$ cat config.mk
export PLATFORM = sky130hd
export DESIGN_NAME = floo_stub_endpoint
export DESIGN_NICKNAME = d
export VERILOG_FILES = /design/src/rtl/floo_stub_pkg.sv /design/src/rtl/floo_stub_endpoint.sv
export SDC_FILE = /design/constraint.sdc
export NUM_CORES = 1
export LEC_CHECK = 0
export ABC_AREA = 1
export CELL_PAD_IN_SITES_DETAIL_PLACEMENT = 0
export CELL_PAD_IN_SITES_GLOBAL_PLACEMENT = 1
export CORE_MARGIN = 5
export CORE_UTILIZATION = 32
export CTS_CLUSTER_DIAMETER = 200
export CTS_CLUSTER_SIZE = 12
export DETAILED_ROUTE_END_ITERATION = 10
export PLACE_DENSITY = 0.87
export SETUP_SLACK_MARGIN = 0.3
export SLEW_MARGIN = 25
export SYNTH_ARGS = -nofsm -noshare
export SYNTH_HDL_FRONTEND = slang
export SYNTH_SLANG_ARGS = --single-unit
$ cat constraint.sdc
create_clock -name clk_i -period 3.6 [get_ports clk_i]
set_input_delay 0.72 -clock clk_i [delete_from_list [all_inputs] [get_ports clk_i]]
set_output_delay 0.72 -clock clk_i [all_outputs]
set_load 0.005 [all_outputs]
$ cat src/rtl/floo_stub_pkg.sv
// Shared types for the NoC endpoint stub: ready-policy modes and the
// response code returned for every terminated packet.
package floo_stub_pkg;

  typedef enum logic [1:0] {
    SINK     = 2'd0,
    THROTTLE = 2'd1,
    BLOCK    = 2'd2,
    RESPOND  = 2'd3
  } stub_mode_e;

  localparam logic [1:0] DECERR = 2'b11;

endpackage

$ cat src/rtl/floo_stub_endpoint.sv
// Terminating endpoint for a router Eject port: registered round-robin ready,
// per-channel flit counters, sticky error flag and DECERR response FIFO.
module floo_stub_endpoint
  import floo_stub_pkg::*;
#(
  parameter int unsigned NumChannels  = 3,
  parameter int unsigned DataWidth    = 64,
  parameter int unsigned IdWidth      = 8,
  parameter int unsigned IdOffset     = 0,
  parameter int unsigned CntWidth     = 16,
  parameter int unsigned RspFifoDepth = 4,
  parameter int unsigned StallWidth   = 4
) (
  input  logic                             clk_i,
  input  logic                             rst_ni,
  input  logic                             clear_i,
  input  logic [1:0]                       mode_i,
  input  logic [StallWidth-1:0]            stall_cycles_i,
  input  logic [NumChannels-1:0]           in_valid_i,
  output logic [NumChannels-1:0]           in_ready_o,
  input  logic [NumChannels-1:0]           in_last_i,
  input  logic [NumChannels*DataWidth-1:0] in_data_i,
  output logic                             rsp_valid_o,
  input  logic                             rsp_ready_i,
  output logic [IdWidth+1:0]               rsp_data_o,
  output logic [NumChannels*CntWidth-1:0]  flit_cnt_o,
  output logic [DataWidth-1:0]             last_data_o,
  output logic                             err_o
);

  localparam int unsigned PtrW  = (NumChannels > 1) ? $clog2(NumChannels) : 1;
  localparam int unsigned AddrW = $clog2(RspFifoDepth);
  localparam int unsigned UsedW = AddrW + 1;
  localparam int unsigned RspW  = IdWidth + 2;

  logic [NumChannels-1:0]                ready_q, ready_d;
  logic [PtrW-1:0]                       ptr_q, ptr_d;
  logic [StallWidth-1:0]                 stall_q, stall_d;
  stub_mode_e                            mode_q, mode_d;
  logic [NumChannels-1:0][CntWidth-1:0]  cnt_q, cnt_d;
  logic [DataWidth-1:0]                  last_q, last_d;
  logic                                  err_q, err_d;
  logic [RspFifoDepth-1:0][RspW-1:0]     mem_q, mem_d;
  logic [AddrW-1:0]                      wr_q, wr_d, rd_q, rd_d;
  logic [UsedW-1:0]                      used_q, used_d;

  logic [NumChannels-1:0] accept, grant;
  logic                   any_acc, acc_last, push, pop, full_next, found;
  logic [PtrW-1:0]        acc_idx, rr_idx;
  logic [DataWidth-1:0]   acc_data;

  always_comb begin
    accept   = in_valid_i & ready_q;
    any_acc  = |accept;
    acc_idx  = '0;
    acc_data = '0;
    acc_last = 1'b0;
    for (int c = 0; c < NumChannels; c++) begin
      if (accept[c]) begin
        acc_idx  = PtrW'(c);
        acc_data = in_data_i[c*DataWidth +: DataWidth];
        acc_last = in_last_i[c];
      end
    end

    // mode_q is the mode that produced this cycle's ready, so it decides pushes
    push = any_acc && acc_last && (mode_q == RESPOND) && !clear_i;
    pop  = (used_q != '0) && rsp_ready_i;

    mem_d = mem_q;
    if (push) mem_d[wr_q] = {acc_data[IdOffset +: IdWidth], DECERR};
    wr_d   = push ? wr_q + AddrW'(1) : wr_q;
    rd_d   = pop  ? rd_q + AddrW'(1) : rd_q;
    used_d = used_q;
    if (push && !pop)      used_d = used_q + UsedW'(1);
    else if (!push && pop) used_d = used_q - UsedW'(1);

    cnt_d = cnt_q;
    for (int c = 0; c < NumChannels; c++) begin
      if (accept[c] && (cnt_q[c] != '1)) cnt_d[c] = cnt_q[c] + CntWidth'(1);
    end
    err_d  = err_q | any_acc;
    last_d = any_acc ? acc_data : last_q;

    // clear wins over a same-cycle accept; the handshake itself still completes
    if (clear_i) begin
      cnt_d  = '0;
      err_d  = 1'b0;
      last_d = '0;
      wr_d   = '0;
      rd_d   = '0;
      used_d = '0;
    end
  end

  always_comb begin
    mode_d = stub_mode_e'(mode_i);

    ptr_d = ptr_q;
    if (any_acc) ptr_d = (acc_idx == PtrW'(NumChannels - 1)) ? '0 : acc_idx + PtrW'(1);

    stall_d = stall_q;
    if (any_acc && (mode_d == THROTTLE)) stall_d = stall_cycles_i;
    else if (stall_q != '0)               stall_d = stall_q - StallWidth'(1);

    full_next = (used_d == UsedW'(RspFifoDepth));

    // grant looks at current valids so the next-cycle ready lands on a requester
    grant  = '0;
    found  = 1'b0;
    rr_idx = '0;
    for (int k = 0; k < NumChannels; k++) begin
      rr_idx = PtrW'((int'(ptr_d) + k) % NumChannels);
      if (!found && in_valid_i[rr_idx]) begin
        grant[rr_idx] = 1'b1;
        found         = 1'b1;
      end
    end

    ready_d = '0;
    case (mode_d)
      SINK:     ready_d = grant;
      THROTTLE: if (stall_d == '0) ready_d = grant;
      RESPOND:  if (!full_next) ready_d = grant;
      default:  ready_d = '0;
    endcase
  end

  always_ff @(posedge clk_i or negedge rst_ni) begin
    if (!rst_ni) begin
      ready_q <= '0;
      ptr_q   <= '0;
      stall_q <= '0;
      mode_q  <= SINK;
      cnt_q   <= '0;
      last_q  <= '0;
      err_q   <= 1'b0;
      mem_q   <= '0;
      wr_q    <= '0;
      rd_q    <= '0;
      used_q  <= '0;
    end else begin
      ready_q <= ready_d;
      ptr_q   <= ptr_d;
      stall_q <= stall_d;
      mode_q  <= mode_d;
      cnt_q   <= cnt_d;
      last_q  <= last_d;
      err_q   <= err_d;
      mem_q   <= mem_d;
      wr_q    <= wr_d;
      rd_q    <= rd_d;
      used_q  <= used_d;
    end
  end

  assign in_ready_o  = ready_q;
  assign rsp_valid_o = (used_q != '0);
  assign rsp_data_o  = mem_q[rd_q];
  assign flit_cnt_o  = cnt_q;
  assign last_data_o = last_q;
  assign err_o       = err_q;

endmodule
==> impl_metrics.ini, run 1 <==
[run_status]
status = complete, no violations

[global_routing]
grt_max_degree = 83
grt_pass1_vias = 9177
grt_usage_pct = 20.2
overflow = 0
use_met1_pct = 26.9
antenna_found_initial = 1
grt_util_met2_pct = 33.0
use_met3_pct = 4.51
grt_pass1_wl_mm = 51.0
busiest_layer = met2

[setup_path]
critPathMaxFanout = 5
worstSetupEndpointType = flop
arrival_ps = 3400
crit_type = primary input to flop
crit_required_ps = 3920
cp-start-kind = primary input
ff2ff_setup_slack_ps = 970

[placed_design]
place_ws_ps = 132
gp_congestion = 0.872
dp.cells = 1924
dpl.hpwl_mm = 24.4
io_buffer_count = 334

[logic_synthesis]
syn-instance-count = 1249
synth_edf_count = 0
ys_seq_area_share_pct = 45.5
synth.avg_cell_area_um2 = 7.35
ys_seq_elements = 167
synth_warnings = 0
synthFlopType = dfrtp_1
ys_types = 43
syn_nets = 1472
async_reset_ff_share_pct = 100
netlist_area_mm2 = 0.00918

[clock_tree]
clkLatencyLatePin_ps = 430
cts_buffers = 17
cts_resized = 0
clkSinkCount = 167
cts_max_path_buffers = 2
cts_hold_buffers = 0
cts_root_buffer = clkbuf_16
post-cts-setup-buffers = 0
cts_max_level = 4
cts_tree = yes
clkTransAtPathRegs_ps = 70

[sta]
max_freq_mhz = 324
hold_violations = 0
setup_slack_ps = 515
tns_ps = 0
maxSlewViolCount = 0
relSlewSlack_pct = 42.8
worst_pin_slew_ps = 857
fin_crit_sh_pct = 85.7
skew_ps = 14.2
setup_violations = 0
rsz0062_at_grt = false
period_needed_ps = 3090

[final_layout]
area_growth_pct = 47.4
nFillCells = 2855
stdcell_count = 1957
layout-drive-gt1-share_pct = 6.11
seqCellArea_mm2 = 0.00418
multi_input_area_mm2 = 0.00420
final_core_util_pct = 47.4
fin_nets = 1782

[worst_hold_path]
min_path_type = primary input to asynchronous set/reset pin

[drt]
num_vias = 9653
drt-initial-drc-count = 732
vias_per_cell = 4.93
ant_nets = 0
drcViolationCount = 0
wire_per_inst_um = 17.1
wirelength_mm = 33.5
first_pass_iters = 5

[die]
start_util_pct = 32.2
die_y_um = 179
ioPinCount = 335
die-width_um = 179
core_area_mm2 = 0.0285
die_area_mm2 = 0.0322
rows = 62

[pwr]
power_density_mw_per_mm2 = 479
p_leak_nw = 5.83
peakVddDrop_mv = 0.306

[run]
maxCapViolations = 0
==> cell type report <==
| type | instances | area share, % |
|---|---|---|
| Antenna cell | 1 | 0.0185 |
| Clock buffer | 18 | 3.25 |
| Clock inverter | 14 | 1.19 |
| Inverter | 144 | 4.05 |
| Multi-Input combinational cell | 877 | 31.0 |
| Sequential cell | 167 | 30.9 |
| Tap cell | 384 | 3.55 |
| Timing Repair Buffer | 352 | 26.0 |
==> metal layers <==
layer,share of wire (%),up-vias
met1,42,4573
li1,-,4705
met3,6.3,43
met5,0,-
met2,49,332
met4,2.3,0
==> cells in the final DEF, fill, tap and decap left out, drive strengths merged, types with 2 or more instances in the layout <==
cell type / instances
dfrtp: 167
a211oi: 2
or2: 6
nand2: 323
a31oi: 11
clkbuf: 18
xor2: 2
ha: 15
o22ai: 9
and3: 2
buf: 19
a21oi: 37
o21a: 2
nand3: 226
nor3: 20
clkdlybuf4s50: 333
bufinv: 2
clkinv: 7
inv: 147
nand4: 7
xnor2: 3
clkinvlp: 2
o21ai: 120
nor2: 82
==> logic make-up after synthesis <==
group | Yosys count | share of synthesized area (%)
flip-flops | 167 | 45.5
AO/OA/AOI/OAI | 188 | 11.1
XOR/XNOR | 5 | 0.477
AND/OR/NAND/NOR | 669 | 32.0
adder cells (fa/ha/maj) | 15 | 2.04
buffers and inverters | 205 | 8.85
==> cell usage after synthesis, types with 4 or more instances <==
master	instances	area, µm²
o21ai_0	119	596
nand2_1	312	1170
inv_2	9	33.8
or2_2	5	31.3
nor3_1	17	85.1
dfrtp_1	167	4180
buf_1	5	18.8
clkbuf_1	43	161
nor2_1	78	293
buf_2	8	40.0
inv_1	130	488
a31oi_1	8	50.1
nand4_1	7	43.8
nand3_1	223	1120
o22ai_1	9	56.3
ha_1	15	188
a21oi_1	37	185
nand2_2	11	68.8
nor2_2	4	25.0
==> worst paths after layout <==
kind | to | cells past startpoint | startpoint
setup / recovery | in_ready_o[1] | 15 | in_valid_i[1]
hold / removal | stall_q[1] | 1 | rst_ni
setup reg to reg | in_ready_o[1] | 14 | in_ready_o[1]
hold reg to reg | mem_q[21] | 1 | mem_q[21]
max in group asynchronous | mem_q[29] | 2 | rst_ni
min in group clk_i | mem_q[21] | 1 | mem_q[21]
==> worst max-delay path, cell delays in order <==
cell and delay, ps:
clkdlybuf4s50_1 560, nand2_1 180, a21oi_1 380, inv_1 120, ha_1 240, inv_1 130
nor2_1 50, o31ai_1 340, inv_1 140, nand2_1 100, inv_1 50, nand3_1 70
o211ai_1 130, nand3_1 110, nand3_1 70
==> where the power goes <==
group,leakage (nW),internal (W),total (W),switching [W]
Sequential,2.29,0.00211,0.00226,0.000146
Clock,0.296,0.00106,0.00190,0.000840
Combinational,3.24,0.00107,0.00232,0.00124
Total,5.83,0.00425,0.00648,0.00223
==> flip-flops by register name (all words and copies together) (netlist names) <==
register,count
last_data_o,64
flit_cnt_o,48
mem_q,36
stall_q,4
in_ready_o,3
used_q,3
mode_q,2
ptr_q,2
rd_q,2
wr_q,2
err_o,1
==> metrics by stage <==
step           hold WS, ps  total power, W  cell area (µm²)
2_1_floorplan          424         0.00344             9180
3_3_place_gp           448         0.00458            12900
3_5_place_dp           450         0.00460            12900
4_1_cts                276         0.00654            13500
5_1_grt                288         0.00687            13500
6_report               264         0.00648            13500
Note: power is estimated with default switching activity, not from simulation.
==> inputs of run 2 (changes only) <==
--- a/config.mk
+++ b/config.mk
@@ -13,8 +13,10 @@
 export CTS_CLUSTER_DIAMETER = 200
 export CTS_CLUSTER_SIZE = 12
 export DETAILED_ROUTE_END_ITERATION = 10
+export GPL_TIMING_DRIVEN = 0
 export PLACE_DENSITY = 0.87
 export SETUP_SLACK_MARGIN = 0.3
+export SKIP_CTS_REPAIR_TIMING = 1
 export SLEW_MARGIN = 25
 export SYNTH_ARGS = -nofsm -noshare
 export SYNTH_HDL_FRONTEND = slang
==> impl_metrics.ini, run 2 (same netlist as run 1, synthesis figures left out) <==
[pwr]
power_density_mw_per_mm2 = 487
power_w = 0.00671
p_leak_nw = 5.94
peakVddDrop_mv = 0.309

[setup_path]
r2r_start = in_ready_o[2]
arrival_ps = 2420
crit_required_ps = 2880
critPathMaxFanout = 10
cp-start-kind = flop
worstSetupEndpointType = output pin
reg2reg_depth = 17
ff2ff_setup_slack_ps = 730
crit_type = flop to output pin
reg2reg_to = in_ready_o[1]

[die]
start_util_pct = 32.2
rows = 62
die_y_um = 179
core_area_mm2 = 0.0285
ioPinCount = 335
die-width_um = 179
die_area_mm2 = 0.0322

[sta]
fin_crit_sh_pct = 87.1
maxSlewViolCount = 0
period_needed_ps = 3140
worst_pin_slew_ps = 799
setup_violations = 0
hold_slack_ps = 184
rsz0062_at_grt = false
relSlewSlack_pct = 46.7
max_freq_mhz = 319
skew_ps = 13.6
hold_violations = 0
setup_slack_ps = 463

[global_routing]
grt_max_degree = 70
overflow = 0
antenna_found_initial = 0
grt_usage_pct = 21.9
grt_pass1_wl_mm = 54.5
grt_pass1_vias = 9927

[worst_hold_path]
min_path_type = primary input to asynchronous set/reset pin

[clock_tree]
clkLatencyLatePin_ps = 420
cts_buffers = 17
clkTransAtPathRegs_ps = 70
cts_max_path_buffers = 2
clkSinkCount = 167
cts_max_level = 4
cts_tree = yes
cts_root_buffer = clkbuf_16

[drt]
vias_per_cell = 4.94
first_pass_iters = 7
drt-initial-drc-count = 703
wirelength_mm = 36.1
wire_per_inst_um = 18.0
ant_nets = 0
drcViolationCount = 0
num_vias = 9881

[run_status]
status = complete, no violations

[placed_design]
dpl.hpwl_mm = 27.8
dpl_cell_area_mm2 = 0.0131
place_ws_ps = -685
io_buffer_count = 333
dp.cells = 1968
gp_congestion = 0.887

[final_layout]
antenna_cells = 0
largest_reg_flops = 64
stdcell_area_mm2 = 0.0138
stdcell_count = 2001
final_cell_mix = 329 x clkdlybuf4s50_1, 311 x nand2_1, 223 x nand3_1
area_growth_pct = 50.1
final_common_cell = clkdlybuf4s50_1
fin_nets = 1828
layout-drive-gt1-share_pct = 6.12

[run]
maxCapViolations = 0
[run 2: cell types whose count changed in the layout (fill, tap and decap cells not counted), sizes merged, moves of 2 or more]
cell / change
clkdlybuf4s50: -4
buf: +3
inv: -3
clkbuf: +45
bufinv: +2
dlymetal6s2s: +3
[run 2: where the power goes]
group | switching [W] | internal (W) | total, W | leakage [nW]
combinational | 0.00132 | 0.00113 | 0.00245 | 3.34
clock | 0.000813 | 0.00119 | 0.00201 | 0.307
sequential | 0.000144 | 0.00211 | 0.00226 | 2.29
total | 0.00228 | 0.00444 | 0.00671 | 5.94
[run 2: critical path, cell delays in order (launching register included)]
cell and delay (ps):
dfrtp_1 380, clkinv_1 170, clkbuf_1 460, nor2_1 110, o22ai_1 310, clkdlybuf4s50_1 580
[run 2: how the worst max path moves through the flow]
| stage | start | endpoint | slack [ps] |
|---|---|---|---|
| 4_1_cts | in_valid_i[2] | in_ready_o[1] | -250 |
| 2_1_floorplan | in_valid_i[2] | in_ready_o[1] | 680 |
| 6_report | rd_q[0] | rsp_data_o[9] | 460 |
| 5_1_grt | rd_q[0] | rsp_data_o[1] | 310 |
| 3_3_place_gp | rst_ni | last_data_o[8] | -5390 |
| 3_5_place_dp | in_valid_i[2] | in_ready_o[1] | -690 |
[run 2: layer usage]
layer,GRT usage (%),wire length [µm],up-vias,share of wire [%]
li1,-,-,4794,-
met1,27.6,14800,4649,41
met2,37.2,17700,382,49
met3,5.29,2510,56,7.0
met4,7.14,1050,0,2.9
met5,0,0,-,0
[run 2: metrics by stage]
step	util (%)	TNS (ps)
global route	48.3	0
global placement	45.5	-898690
detailed placement	45.7	-1940
finish	48.3	0
CTS	47.9	-604
floorplan	-	0
[run 2: layout make-up]
type / instances / area, µm²
Buffer: 61 / 299
Multi-Input combinational cell: 877 / 4220
Clock inverter: 12 / 191
Clock buffer: 19 / 443
Fill cell: 2826 / 14800
Sequential cell: 167 / 4180
Inverter: 144 / 546
Timing Repair Buffer: 337 / 3420
Tap cell: 384 / 480
